`src/rtl/clock_phase_monitor.sv`:
```
// clock_phase_monitor: measures a divided clock in clk cycles, locks onto DIV_RATIO periods and reports phase and errors
module clock_phase_monitor #(
  parameter int DIV_RATIO   = 4,
  parameter int LOCK_COUNT  = 4,
  parameter int CNT_W       = 8,
  parameter int SYNC_STAGES = 2
) (
  input  logic             clk,
  input  logic             reset,
  input  logic             div_clk_in,
  input  logic             enable,
  output logic             rise_pulse,
  output logic             locked,
  output logic [CNT_W-1:0] phase,
  output logic [CNT_W-1:0] last_period,
  output logic             period_err,
  output logic [7:0]       err_count
);
  typedef enum logic [1:0] {IDLE, SEARCH, ACQUIRE, LOCKED} state_t;
  localparam logic [CNT_W-1:0] CNT_MAX = '1;
  localparam logic [CNT_W-1:0] DIV     = CNT_W'(DIV_RATIO);
  localparam logic [CNT_W-1:0] TMO     = CNT_W'(2 * DIV_RATIO);
  localparam logic [CNT_W-1:0] LCK     = CNT_W'(LOCK_COUNT);
  state_t                 state, state_n;
  logic [SYNC_STAGES-1:0] s;
  logic                   prev, rise, tmo, err_n;
  logic [CNT_W-1:0]       cnt, cnt_n, good, good_n, per, lp_n;
  logic [7:0]             ec_n;
  assign rise  = s[SYNC_STAGES-1] & ~prev;
  assign per   = (cnt == CNT_MAX) ? CNT_MAX : cnt + 1'b1;
  assign tmo   = (cnt == TMO) & ~rise;
  assign cnt_n = (!enable || state == IDLE || rise) ? '0 : per;
  // next-state, period check and error accounting; a dropping enable overrides everything else
  always_comb begin
    state_n = state;
    good_n  = good;
    err_n   = 1'b0;
    ec_n    = err_count;
    lp_n    = last_period;
    if (!enable) begin
      state_n = IDLE;
      good_n  = '0;
    end else begin
      case (state)
        IDLE: begin
          state_n = SEARCH;
          good_n  = '0;
        end
        SEARCH: if (rise) begin
          state_n = ACQUIRE;
          good_n  = '0;
          lp_n    = per;
        end
        ACQUIRE: if (rise) begin
          lp_n    = per;
          good_n  = (per == DIV) ? good + 1'b1 : '0;
          err_n   = per != DIV;
          state_n = (per == DIV && good + 1'b1 == LCK) ? LOCKED : ACQUIRE;
        end else if (tmo) begin
          err_n   = 1'b1;
          good_n  = '0;
          state_n = SEARCH;
        end
        default: begin
          lp_n = rise ? per : last_period;
          if ((rise && per != DIV) || tmo) begin
            err_n   = 1'b1;
            ec_n    = (err_count == 8'hff) ? err_count : err_count + 1'b1;
            good_n  = '0;
            state_n = rise ? ACQUIRE : SEARCH;
          end
        end
      endcase
    end
  end
  // FSM state register
  always_ff @(posedge clk or posedge reset) begin
    if (reset) state <= IDLE;
    else       state <= state_n;
  end
  // synchroniser, period counter and registered outputs, all committed on the transition edge
  always_ff @(posedge clk or posedge reset) begin
    if (reset) begin
      s           <= '0;
      prev        <= 1'b0;
      cnt         <= '0;
      good        <= '0;
      last_period <= '0;
      err_count   <= '0;
      rise_pulse  <= 1'b0;
      locked      <= 1'b0;
      phase       <= '0;
      period_err  <= 1'b0;
    end else begin
      s           <= {s[SYNC_STAGES-2:0], div_clk_in};
      prev        <= s[SYNC_STAGES-1];
      cnt         <= cnt_n;
      good        <= good_n;
      last_period <= lp_n;
      err_count   <= ec_n;
      rise_pulse  <= rise;
      locked      <= state_n == LOCKED;
      phase       <= (state_n == LOCKED) ? cnt_n : '0;
      period_err  <= err_n;
    end
  end
endmodule

```
`config.mk`:
```
export PLATFORM = sky130hd
export DESIGN_NAME = clock_phase_monitor
export DESIGN_NICKNAME = d
export VERILOG_FILES = /design/src/rtl/clock_phase_monitor.sv
export SDC_FILE = /design/constraint.sdc
export NUM_CORES = 1
export LEC_CHECK = 0
export ABC_AREA = 0
export CAP_MARGIN = 10
export CORE_UTILIZATION = 53
export CTS_CLUSTER_SIZE = 14
export DETAILED_ROUTE_END_ITERATION = 8
export PLACE_DENSITY_LB_ADDON = 0.2
export RECOVER_POWER = 100
export SLEW_MARGIN = 20
export SYNTH_ARGS = -nofsm -noshare
export SYNTH_HDL_FRONTEND = slang
export SYNTH_SLANG_ARGS = --single-unit
```
`constraint.sdc`:
```
create_clock -name clk -period 2.93 [get_ports clk]
set_input_delay 0.7325 -clock clk [delete_from_list [all_inputs] [get_ports clk]]
set_output_delay 0.7325 -clock clk [all_outputs]
set_load 0.02 [all_outputs]
```
==> results.toml <==
[placed_design]
port_buffers = 30
routabilityCongestion = 0.862
hpwl_mm = 3.38

[power_and_ir_drop]
pwr-share-clk = 0.328
combPwrFrac = 0.086
switchingPower_uw = 299
worst_ir_drop_vdd_v = 0.000324
seqPwrFrac = 0.586
netSwitchingFraction = 0.252
leakage_nw = 1.24
power_density_mw_per_mm2 = 433
p_int_uw = 884

[global_route]
antenna_found_initial = 0
overflow = 0
grt_pass1_vias = 1711
grt_pass1_wl_mm = 8.15
gr-usage-all-layers = 0.242
grt_max_degree = 27

[timing]
report.final.slew_viol_count = 0
hold_viol = 0
fin_skew_ns = 0.00971
finalSetupViolCount = 0
slew_headroom = 0.429
rsz0062_at_grt = "false"
tns_ns = 0
fmax_ghz = 0.395
fin_crit_sh = 0.863
fin_crit_ns = 2.53
worst_slew_pin_slew_ns = 0.850

[clock_tree]
clkTransAtPathRegs_ns = 0.09
postCtsSetupBuffers = 0
cts_made_buffers = 5
post_cts_resized = 0
cts_tree = "done"
insertion_delay_ns = 0.30
ctsHtreeMaxLevel = 2
cts_hold_buf = 0
clockBufferDepth = 2
clock-sinks = 48
cts_root_buf = "clkbuf_8"

[logic_synthesis]
synthArstFlopShare = 1.00
synth_flop_cell = "dfrtp_1"
ys_seq_elements = 48
synth_cell_types = 45
synth_area_per_cell_um2 = 10.2
syn-cell-area_mm2 = 0.00234
synth_cells = 229
synth_edf_count = 0
synth_simple_gate_area_frac = 0.196
syn_nets = 238
synth_compound_area_frac = 0.152
synth_warnings = 0
synth-seq-area-share = 0.513
synth_top_family_by_area = "simple AND/OR/NAND/NOR gates"
synth_mux_area_frac = 0.0219
synthAdderAreaFrac = 0.0267
synth-xor-area-share = 0.0486

[finish]
synthToLayoutAreaGrowth_pct = 16.8
diodes = 0
fillers = 365
drive_gt1_frac = 0.0532
finish.utilization = 0.665
layout.nets = 271

[floorplanning]
die_x_um = 68.5
placement_rows = 23
start_util = 0.569
dieArea_mm2 = 0.00469
ios = 31
coreArea_mm2 = 0.00412
fp.dieH_um = 68.5

[worst_setup_path]
path_max_fanout = 8
crit_required_ns = 3.12
critPathArrivalTime_ns = 2.72
crit_chain = "dlygate4sd3_1, and2_0, nand2_1, o22ai_1, o21ai_0, mux2_2"
cp_slowest_cell = "dlygate4sd3_1"
cp-start-kind = "primary input"
end_kind = "flip-flop"
slowest_delay_ns = 0.58
crit_type = "primary input to flip-flop"

[job]
maxCapViolCount = 0

[route]
vias = 1808
avgRoutedWirePerCell_um = 15.2
drc = 0
ant_nets = 0
wl_mm = 4.77
drt-initial-drc-count = 213
first_pass_iters = 4
viasPerCell = 5.78

[status]
status = "completed"

[min_path]
worstHoldPathType = "flip-flop to flip-flop"
## worst paths after layout
path                       startpoint      endpoint  slack (ns)  cells after the start
min                              s[0]          s[1]        0.37                      0
min in group asynchronous       reset  err_count[2]        1.02                      2
max in group asynchronous       reset       good[2]        0.79                      3
min reg2reg                      s[0]          s[1]        0.37                      0
max                            enable  err_count[1]        0.40                      6
max reg2reg                    cnt[0]       good[5]        0.44                      7
## synth_stat cells (3+ instances only)
library cell	n	area share
a211oi_1	3	0.0096
a21oi_1	3	0.0064
a31oi_1	3	0.0080
and2_1	4	0.011
and3_1	7	0.019
and4_1	3	0.011
dfrtp_1	48	0.51
ha_1	5	0.027
inv_1	15	0.024
mux2i_1	4	0.017
nand2_1	15	0.024
nand3_1	8	0.017
nand4_1	4	0.011
nor2_1	21	0.034
nor3_1	11	0.024
o211ai_1	8	0.026
o21ai_0	22	0.047
xnor2_1	13	0.049
## layer usage
metal | GRT usage | up-vias | part of all wire
met5 | 0 | - | 0
met4 | 0.0703 | 0 | 0.012
li1 | - | 886 | -
met1 | 0.327 | 872 | 0.47
met3 | 0.0517 | 6 | 0.047
met2 | 0.387 | 44 | 0.47
## power by group through the flow
stage	registers (mW)	logic [mW]	clock network, mW
2_1_floorplan	0.719	0.0502	0
3_3_place_gp	0.706	0.112	0
3_5_place_dp	0.707	0.112	0
4_1_cts	0.694	0.113	0.387
5_1_grt	0.697	0.115	0.415
6_report	0.694	0.102	0.388
## per-stage QoR
step	hold slack, ns	setup WS [ns]	cell area (um^2)	power [mW]	std cells
after global routing	0.382	0.269	2740	1.23	313
after global placement	0.333	0.365	2680	0.818	305
final	0.375	0.400	2740	1.18	313
after detailed placement	0.356	0.320	2680	0.819	305
after floorplan	0.331	0.851	2340	0.769	229
after CTS	0.376	0.606	2770	1.19	313
## critical path: cells and delay by family
kind            cells  cell delay (ns)
buf+inv             1             0.58
simple gates        2             0.37
compound gates      2             0.70
mux                 1             0.32
## registers in the layout, indices dropped and copies added, names as in the netlist
name and cells:
s 2, prev 1, locked 1, cnt 8
phase 8, err_count 8, last_period 8, good 8
state 2, rise_pulse 1, period_err 1
## cell type report
type                    instances  area [um^2]  share of cell area
clock inverters                 1         8.76             0.00320
multi-input cells             161         1020               0.375
flip-flops and latches         48         1200               0.439
inverters                      15         56.3              0.0206
clock buffers                   7         76.3              0.0279
well taps                      50         62.6              0.0229
repair buffers                 31          305               0.112
## layout by cell type, fill, tap and decap left out, types with 2 or more instances in the layout
cell type and instances:
a211oi_1 3, xnor2_1 13, nand4_1 4, dfrtp_1 48
mux2i_1 4, and4_1 3, clkbuf_1 2, o211ai_1 8
o22ai_1 3, and3_1 7, dlygate4sd3_1 30, nor3_1 11
nand2b_1 2, nor2b_1 2, a21oi_1 3, nand3_1 8
and2_1 2, clkbuf_8 5, inv_1 15, nand2_1 15
a31oi_1 3, nor2_1 21, and2_0 2, o21ai_0 23
ha_1 5
## cells by family (layout without fill, tap and decap cells)
| logic type | after synthesis | count (layout) |
|---|---|---|
| AOI/OAI and AO/OA | 51 | 51 |
| xor gates and xnor gates | 13 | 13 |
| adders and majority gates | 5 | 5 |
| buffers and inverters | 20 | 54 |
| DFF | 48 | 48 |
| muxes | 5 | 5 |
| and+or+nand+nor | 87 | 87 |
Power figures use the tool's default switching activity.
